## config.mk

```make
export PLATFORM = sky130hd
export DESIGN_NAME = seq_divider
export DESIGN_NICKNAME = d
export VERILOG_FILES = /design/src/rtl/divider_pkg.sv /design/src/rtl/divider_step.sv /design/src/rtl/seq_divider.sv
export SDC_FILE = /design/constraint.sdc
export NUM_CORES = 1
export LEC_CHECK = 0
export ABC_AREA = 1
export BUFFER_PORTS_ARGS = -buffer_cell sky130_fd_sc_hd__buf_2
export CORE_UTILIZATION = 40
export CTS_CLUSTER_DIAMETER = 40
export DETAILED_ROUTE_END_ITERATION = 7
export PLACE_DENSITY_LB_ADDON = 0.05
export SYNTH_ARGS = -nofsm -noshare
export SYNTH_HDL_FRONTEND = slang
export SYNTH_SLANG_ARGS = --single-unit
```

## constraint.sdc

```tcl
create_clock -name clk -period 3.7 [get_ports clk]
set_clock_uncertainty 0.15 [all_clocks]
set_input_delay 0.74 -clock clk [delete_from_list [all_inputs] [get_ports clk]]
set_output_delay 0.74 -clock clk [all_outputs]
set_load 0.05 [all_outputs]
```

## src/rtl/divider_pkg.sv

```systemverilog
// Shared definitions for the sequential restoring divider: FSM state
// encoding, default operand width and the iteration-counter width helper.
package divider_pkg;

    typedef enum logic [1:0] {
        IDLE = 2'd0,
        CALC = 2'd1,
        DONE = 2'd2
    } state_t;

    localparam int DEFAULT_WIDTH = 8;

    // Counter must be able to hold the value WIDTH (signed build uses it).
    function automatic int cnt_width(input int w);
        return $clog2(w + 1);
    endfunction

endpackage

```

## src/rtl/divider_step.sv

```systemverilog
// One combinational restoring shift-subtract iteration: shift the partial
// remainder left, bring in the next dividend bit, subtract the divisor when
// it fits and report the resulting quotient bit.
module divider_step
    import divider_pkg::*;
#(
    parameter int WIDTH = DEFAULT_WIDTH
) (
    input  logic [WIDTH:0]   part_in,
    input  logic             next_bit,
    input  logic [WIDTH-1:0] divisor,
    output logic [WIDTH:0]   part_out,
    output logic             q_bit
);

    logic [WIDTH:0]   shifted;
    logic [WIDTH+1:0] diff;

    // Trial subtraction; a set MSB in the incoming remainder means the
    // shifted value exceeds any WIDTH-bit divisor, so it always fits.
    always_comb begin
        shifted = {part_in[WIDTH-1:0], next_bit};
        diff    = {1'b0, shifted} - {2'b00, divisor};
        q_bit   = part_in[WIDTH] | ~diff[WIDTH+1];
        if (q_bit) begin
            part_out = diff[WIDTH:0];
        end else begin
            part_out = shifted;
        end
    end

endmodule

```

## src/rtl/seq_divider.sv

```systemverilog
// Sequential restoring divider, one quotient bit per clock, MSB first.
// Optional two's-complement mode is enabled by defining the macro
// SEQ_DIVIDER_SIGNED_EN; it divides magnitudes and spends one extra CALC
// cycle applying sign correction. The default build is unsigned only.
module seq_divider
    import divider_pkg::*;
#(
    parameter int WIDTH = DEFAULT_WIDTH
) (
    input  logic             clk,
    input  logic             rst,
    input  logic             start,
    input  logic [WIDTH-1:0] dividend,
    input  logic [WIDTH-1:0] divisor,
    output logic             busy,
    output logic             done,
    output logic [WIDTH-1:0] quotient,
    output logic [WIDTH-1:0] remainder,
    output logic             div_by_zero
);

    localparam int CW = cnt_width(WIDTH);
`ifdef SEQ_DIVIDER_SIGNED_EN
    // WIDTH shift-subtract steps plus one sign-correction step.
    localparam logic [CW-1:0] LAST = CW'(WIDTH);
`else
    localparam logic [CW-1:0] LAST = CW'(WIDTH - 1);
`endif
    localparam logic [WIDTH-1:0] ZERO_W = {WIDTH{1'b0}};
    localparam logic [WIDTH-1:0] ONES_W = {WIDTH{1'b1}};

    state_t           state;
    state_t           next_state;
    logic [CW-1:0]    count_r;
    logic [WIDTH-1:0] quo_r;
    logic [WIDTH:0]   part_r;
    logic [WIDTH-1:0] dvs_r;
    logic             dbz_r;
    logic             busy_r;
    logic             done_r;
    logic [WIDTH:0]   step_part_s;
    logic             step_q_s;
    logic             divisor_zero_s;

`ifdef SEQ_DIVIDER_SIGNED_EN
    logic             neg_q_r;
    logic             neg_rem_r;

    // Magnitude of a two's-complement value; the most-negative value maps
    // to itself, which is the correct unsigned magnitude.
    function automatic logic [WIDTH-1:0] mag(input logic [WIDTH-1:0] v);
        return v[WIDTH-1] ? (~v + {{(WIDTH-1){1'b0}}, 1'b1}) : v;
    endfunction

    // Two's-complement negation.
    function automatic logic [WIDTH-1:0] neg(input logic [WIDTH-1:0] v);
        return ~v + {{(WIDTH-1){1'b0}}, 1'b1};
    endfunction
`endif

    assign divisor_zero_s = (divisor == ZERO_W);

    // quo_r doubles as the dividend shift register: its MSB feeds the step.
    divider_step #(.WIDTH(WIDTH)) u_step (
        .part_in  (part_r),
        .next_bit (quo_r[WIDTH-1]),
        .divisor  (dvs_r),
        .part_out (step_part_s),
        .q_bit    (step_q_s)
    );

    // FSM state register.
    always_ff @(posedge clk or posedge rst) begin
        if (rst) begin
            state <= IDLE;
        end else begin
            state <= next_state;
        end
    end

    // Next-state logic; start is only looked at while idle.
    always_comb begin
        next_state = state;
        case (state)
            IDLE: begin
                if (start) begin
                    if (divisor_zero_s) begin
                        next_state = DONE;
                    end else begin
                        next_state = CALC;
                    end
                end else begin
                    next_state = IDLE;
                end
            end
            CALC: begin
                if (count_r == LAST) begin
                    next_state = DONE;
                end else begin
                    next_state = CALC;
                end
            end
            DONE:    next_state = IDLE;
            default: next_state = IDLE;
        endcase
    end

    // Registered status flags derived from the upcoming state.
    always_ff @(posedge clk or posedge rst) begin
        if (rst) begin
            busy_r <= 1'b0;
            done_r <= 1'b0;
        end else begin
            busy_r <= (next_state != IDLE);
            done_r <= (next_state == DONE);
        end
    end

    // Datapath: operand capture, iteration and result hold.
    always_ff @(posedge clk or posedge rst) begin
        if (rst) begin
            count_r   <= {CW{1'b0}};
            quo_r     <= ZERO_W;
            part_r    <= {(WIDTH+1){1'b0}};
            dvs_r     <= ZERO_W;
            dbz_r     <= 1'b0;
`ifdef SEQ_DIVIDER_SIGNED_EN
            neg_q_r   <= 1'b0;
            neg_rem_r <= 1'b0;
`endif
        end else begin
            case (state)
                IDLE: begin
                    if (start) begin
                        count_r <= {CW{1'b0}};
                        dbz_r   <= divisor_zero_s;
                        if (divisor_zero_s) begin
                            // Raw dividend as remainder, in both modes.
                            quo_r  <= ONES_W;
                            part_r <= {1'b0, dividend};
                            dvs_r  <= ZERO_W;
                        end else begin
                            part_r <= {(WIDTH+1){1'b0}};
`ifdef SEQ_DIVIDER_SIGNED_EN
                            quo_r     <= mag(dividend);
                            dvs_r     <= mag(divisor);
                            neg_q_r   <= dividend[WIDTH-1] ^ divisor[WIDTH-1];
                            neg_rem_r <= dividend[WIDTH-1];
`else
                            quo_r <= dividend;
                            dvs_r <= divisor;
`endif
                        end
                    end else begin
                        count_r <= count_r;
                    end
                end
                CALC: begin
                    count_r <= count_r + {{(CW-1){1'b0}}, 1'b1};
`ifdef SEQ_DIVIDER_SIGNED_EN
                    if (count_r == LAST) begin
                        if (neg_q_r) begin
                            quo_r <= neg(quo_r);
                        end else begin
                            quo_r <= quo_r;
                        end
                        if (neg_rem_r) begin
                            part_r <= {1'b0, neg(part_r[WIDTH-1:0])};
                        end else begin
                            part_r <= part_r;
                        end
                    end else begin
                        quo_r  <= {quo_r[WIDTH-2:0], step_q_s};
                        part_r <= step_part_s;
                    end
`else
                    quo_r  <= {quo_r[WIDTH-2:0], step_q_s};
                    part_r <= step_part_s;
`endif
                end
                DONE: begin
                    count_r <= {CW{1'b0}};
                end
                default: begin
                    count_r <= {CW{1'b0}};
                end
            endcase
        end
    end

    assign busy        = busy_r;
    assign done        = done_r;
    assign quotient    = quo_r;
    assign remainder   = part_r[WIDTH-1:0];
    assign div_by_zero = dbz_r;

endmodule

```

After elaboration in Yosys (flattened, before gate mapping)
Index checks and enable logic that the tools add are counted.
W data, S select, Z words.
{"block": "word_totals", "reg_bits": 34, "mem_bits_ro": 0, "output_inout_bits": 19, "ram_bits": 0, "memories": 0, "word_cells": 36, "latch_bits": 0, "in_bits": 19}
{"block": "op_classes", "eq_ne": 4, "n_shift": 0, "n_addsub": 2, "mul": 0, "bitwise_logic": 2, "div": 0, "reduce_logical": 6, "n_mux": 14, "n_lt_le_gt_ge": 0}
{"operator": "$mux W8", "count": 4}
{"operator": "$mux W9", "count": 2}
{"operator": "$pmux W9 S2", "count": 1}
{"operator": "$pmux W8 S2", "count": 1}
{"operator": "$sub A9 B8 Y10", "count": 1}
{"operator": "$logic_not A8 Y1", "count": 1}
{"operator": "$pmux W4 S2", "count": 1}
{"operator": "$mux W2", "count": 3}
{"operator": "$add A4 B1 Y4 const B", "count": 1}
{"operator": "$eq A4 B3 Y1 const B", "count": 1}
{"operator": "$mux W4", "count": 1}
{"operator": "$pmux W2 S2", "count": 1}
{"operator": "$reduce_and A2 Y1", "count": 2}
{"operator": "$reduce_bool A2 Y1", "count": 2}
{"operator": "$eq A2 B1 Y1 const B", "count": 1}
{"operator": "$eq A2 B2 Y1 const B", "count": 1}
{"operator": "$logic_not A2 Y1", "count": 1}
{"operator": "$ne A2 B2 Y1 const B", "count": 1}
{"operator": "$not A1 Y1", "count": 1}
{"operator": "$or A1 B1 Y1", "count": 1}

Logic depth before layout (Yosys ltp)
{"block": "depth", "depth_word": 5, "ltp_mapped": 12, "mapped_depth_nobuf": 12}

By module
A second synthesis with hierarchy kept.
{"block": "hier_totals", "cells_unflattened": 350, "hier_area_um2": 2409.8}
{"mod": "seq_divider", "cells_each": 229, "area_per_inst_um2": 1756.7, "seq_area_each_um2": 850.8, "instances": 1}
{"mod": "divider_step", "cells_each": 121, "area_per_inst_um2": 653.1, "seq_area_each_um2": 0.0, "instances": 1}

Worst setup path before layout
Ideal clock, no wire load.
{"block": "synth_path", "path_kind": "input port to flip-flop", "from": "input port start", "to": "register quo_r[3] (netlist: quotient[3])", "setup_time_ns": 0.135, "arrival_ns": 1.500, "stages": 6, "n_path_buf": 1, "required_ns": 3.415, "path_slack_ns": 1.914, "path_cell_list": "inv_1 nor2_4 nor2_8 buf_2 a211oi_1 a22oi_1"}
{"block": "synth_via", "elab_chain_cells": 2}
{"element": "start, declared", "line_no": "seq_divider.sv:12", "source": "input logic start,"}
{"element": "$ne A2 B2 Y1 (no line)"}
{"element": "$reduce_and A2 Y1 (no line)"}
{"element": "end signal, assigned", "line_no": "seq_divider.sv:150", "source": "quo_r <= dividend;"}
{"element": "end signal, assigned", "line_no": "seq_divider.sv:177", "source": "quo_r <= {quo_r[WIDTH-2:0], step_q_s};"}
{"element": "end, declared", "line_no": "seq_divider.sv:35", "source": "logic [WIDTH-1:0] quo_r;"}
No other way between the ends.
A chain may end at the register's enable or synchronous reset.

Worst setup path in the final report
{"block": "layout_path", "from": "register quo_r[7] (netlist: quotient[7])", "to": "register part_r[4]"}
{"block": "layout_via", "elab_chain_cells": 5}
{"element": "$sub A9 B8 Y10 (*)", "line_no": "divider_step.sv:23", "source": "diff = {1'b0, shifted} - {2'b00, divisor};"}
{"element": "$not A1 Y1", "line_no": "divider_step.sv:24", "source": "q_bit = part_in[WIDTH] | ~diff[WIDTH+1];"}
{"element": "$or A1 B1 Y1", "line_no": "divider_step.sv:24"}
{"element": "$mux W9 (*)", "line_no": "divider_step.sv:25", "source": "if (q_bit) begin"}
{"element": "$pmux W9 S2 (*)", "line_no": "seq_divider.sv:132", "source": "case (state)"}
{"element": "end signal, assigned", "line_no": "seq_divider.sv:124", "source": "part_r <= {(WIDTH+1){1'b0}};"}
{"element": "end signal, assigned", "line_no": "seq_divider.sv:140", "source": "part_r <= {1'b0, dividend};"}
{"element": "end signal, assigned", "line_no": "seq_divider.sv:143", "source": "part_r <= {(WIDTH+1){1'b0}};"}
{"element": "end, declared", "line_no": "seq_divider.sv:36", "source": "logic [WIDTH:0] part_r;"}
Every way passes the cells marked *; elsewhere a longest branch is shown, timed or not.

==> impl_metrics.env <==
export IMPL_io_pins=38
export IMPL_vias_per_cell=4.79
export IMPL_dpl_hpwl_um=3910
export IMPL_wl_per_cell_um=12.8
export IMPL_min_from="div_by_zero$_DFFE_PP0P_"
export IMPL_firstDrtPassIters=4
export IMPL_antenna_found_initial=0
export IMPL_grt_total_usage_pct=19.0
export IMPL_final_hold_viol_count=0
export IMPL_relSlewSlack_pct=68.4
export IMPL_grt_overflow_total=0
export IMPL_synthToLayoutAreaGrowth_pct=14.8
export IMPL_gp_congestion=0.834
export IMPL_cts_setup_buffers=0
export IMPL_wirelength_um=5110
export IMPL_path_depth=10
export IMPL_met1Wirelength_um=2690
export IMPL_cp_arrival_ns=2.10
export IMPL_postSynthAreaPerCell_sq_um=7.51
export IMPL_worst_pin_slew_ns=0.473
export IMPL_start_kind="flip-flop"
export IMPL_port_buffers=37
export IMPL_final_nets=358
export IMPL_slowest_delay_ns=0.44
export IMPL_worstPathCellList="inv_1 -> ha_1 -> inv_1 -> fa_1 -> nand2_1 -> nand3_1 -> xnor2_1 -> nand2_1 -> nand3_1 -> a21boi_1"
export IMPL_hold_path_depth=2
export IMPL_setup_viol=0
export IMPL_yosysWarnings=0
export IMPL_clock_sinks=34
export IMPL_wl_met3_um=217
export IMPL_wl_met2_um=2150
export IMPL_critical_path_max_fanout=3
export IMPL_r2r_end="part_r[4]$_DFFE_PP0P_"
export IMPL_holdBufCountCts=0
export IMPL_num_rows=26
export IMPL_reg2reg_depth=10
export IMPL_synth_area_leaders="dfrtp_1, nand2_1, inv_1"
export IMPL_detail_route_antenna_nets=0
export IMPL_final_common_cell="nand2_1"
export IMPL_layout_drive_gt1_share_pct=20.3
export IMPL_min_to="div_by_zero$_DFFE_PP0P_"
export IMPL_synth_seq_area_share_pct=38.0
export IMPL_grt_pass1_wl_um=8770
export IMPL_start_util_pct=42.7
export IMPL_synthesis_nets=327
export IMPL_drt_initial_drc_count=99
export IMPL_synthDistinctLibCells=37
export IMPL_slew_viol_final=0
export IMPL_synth_edf_count=0
export IMPL_synthCells=298
export IMPL_grt_max_degree=35
export IMPL_yosysTopAreaCell="dfrtp_1"
export IMPL_rsz0062_at_grt="no"
export IMPL_die_h_um=76.8
export IMPL_path_class="flip-flop to flip-flop"
export IMPL_end_kind="flip-flop"
export IMPL_core_sq_mm=0.00524
export IMPL_cts_resized=0
export IMPL_crit_slowest_cell="fa_1"
export IMPL_clockBufferDepth=2
export IMPL_period_share_pct=54.8
export IMPL_die_x_um=76.8
export IMPL_synth_top_area_share_pct=38.0
export IMPL_fp_dieArea_sq_mm=0.00590
export IMPL_clk_latency_ns=0.29
export IMPL_num_vias=1916
export IMPL_synth_seq_cells=34
export IMPL_period_needed_ns=2.03
export IMPL_synth_main_ff_cell="dfrtp_1"
export IMPL_reg2reg_from="quotient[7]$_DFFE_PP0P_"
export IMPL_cts_buffers=5
export IMPL_grt_pass1_vias=1807
export IMPL_status="finished clean"
export IMPL_clk_pin_slew_ns=0.08
export IMPL_finalSetupTns_ns=0
export IMPL_rrSetupSlack_ns=1.67
export IMPL_diodes=0
export IMPL_mostFrequentLayoutCells="nand2_1, inv_1, buf_2"
export IMPL_crit_family="adder cells"
export IMPL_crit_buf_inv=2
export IMPL_worstHoldPathType="flip-flop to flip-flop"
export IMPL_critPathRequiredTime_ns=3.77
export IMPL_cts_root_buffer="clkbuf_8"
export IMPL_tritoncts="built"
export IMPL_drc=0
export IMPL_cts_max_level=2
export IMPL_top_layer_used="met4"
export IMPL_maxCapViolCount=0
export IMPL_netlist_area_sq_mm=0.00224
export IMPL_max_freq_mhz=494
export IMPL_async_flop_share_pct=100
[flip-flops by register name (all words and copies together), names as in the netlist]
signal	cells
count_r	4
state	2
quotient	8
done	1
dvs_r	8
busy	1
div_by_zero	1
part_r	9
[per-stage QoR]
step	setup WS (ns)	cell area (sq um)	hold slack, ns	utilization, %	std cells
finish	1.67	2570	0.339	49.1	400
detailed placement	1.54	2430	0.321	46.3	392
global route	1.49	2570	0.387	49.1	400
floorplan	1.91	2240	0.298	-	298
global placement	1.53	2430	0.318	46.3	392
CTS	1.66	2570	0.343	49.1	400
[layer usage]
layer | global-route usage, % | vias up
met3 | 4.05 | 5
met5 | 0 | -
li1 | - | 1002
met2 | 27.9 | 35
met1 | 27.8 | 874
met4 | 5.77 | 0
[synth_stat cells (2+ instances only)]
library cell,count
inv_2,5
nand3_1,23
a22oi_1,2
nor2_1,15
ha_1,9
nand2_4,2
buf_4,10
dfrtp_1,34
o21ai_0,14
xor2_1,2
clkbuf_1,2
inv_1,44
nand2_1,85
xnor2_1,2
a21boi_1,7
a21oi_1,7
nand2_2,5
nand4_1,4
a211oi_1,4
a2bb2oi_1,3
o22ai_1,3
[how the worst max path moves through the flow]
stage	from	slack, ns	endpoint
after floorplan	start	1.91	quotient[3]$_DFFE_PP0P_
after global placement	start	1.53	part_r[6]$_DFFE_PP0P_
after detailed placement	start	1.54	part_r[6]$_DFFE_PP0P_
after CTS	quotient[7]$_DFFE_PP0P_	1.66	part_r[4]$_DFFE_PP0P_
after global routing	quotient[7]$_DFFE_PP0P_	1.49	part_r[4]$_DFFE_PP0P_
final	quotient[7]$_DFFE_PP0P_	1.67	part_r[4]$_DFFE_PP0P_
[worst min-delay path: stages, from the launching register on]
cell	delay (ns)
dfrtp_1	0.35
nand2_1	0.05
nand2_1	0.05
[cell families after synthesis]
| group | after synthesis | synth area share (%) |
|---|---|---|
| AND/OR/NAND/NOR | 141 | 28.6 |
| buffers and inverters | 64 | 12.6 |
| AO/OA/AOI/OAI | 45 | 13.4 |
| flip-flops | 34 | 38.0 |
| adder cells (fa/ha/maj) | 10 | 5.93 |
| XOR/XNOR | 4 | 1.57 |
[area by class of cell]
type                       count  area (sq um)
clock buffer                   6          82.6
fill                         543          2670
tap                           70          87.6
sequential                    34           851
inverter                      50           190
timing repair buffer          38           193
multi-input combinational    200          1110
clock inverter                 2          60.1
Power is left out: the tool's default activity adds up to more than one toggle a clock period on the data nets, which glitch-free logic cannot reach.
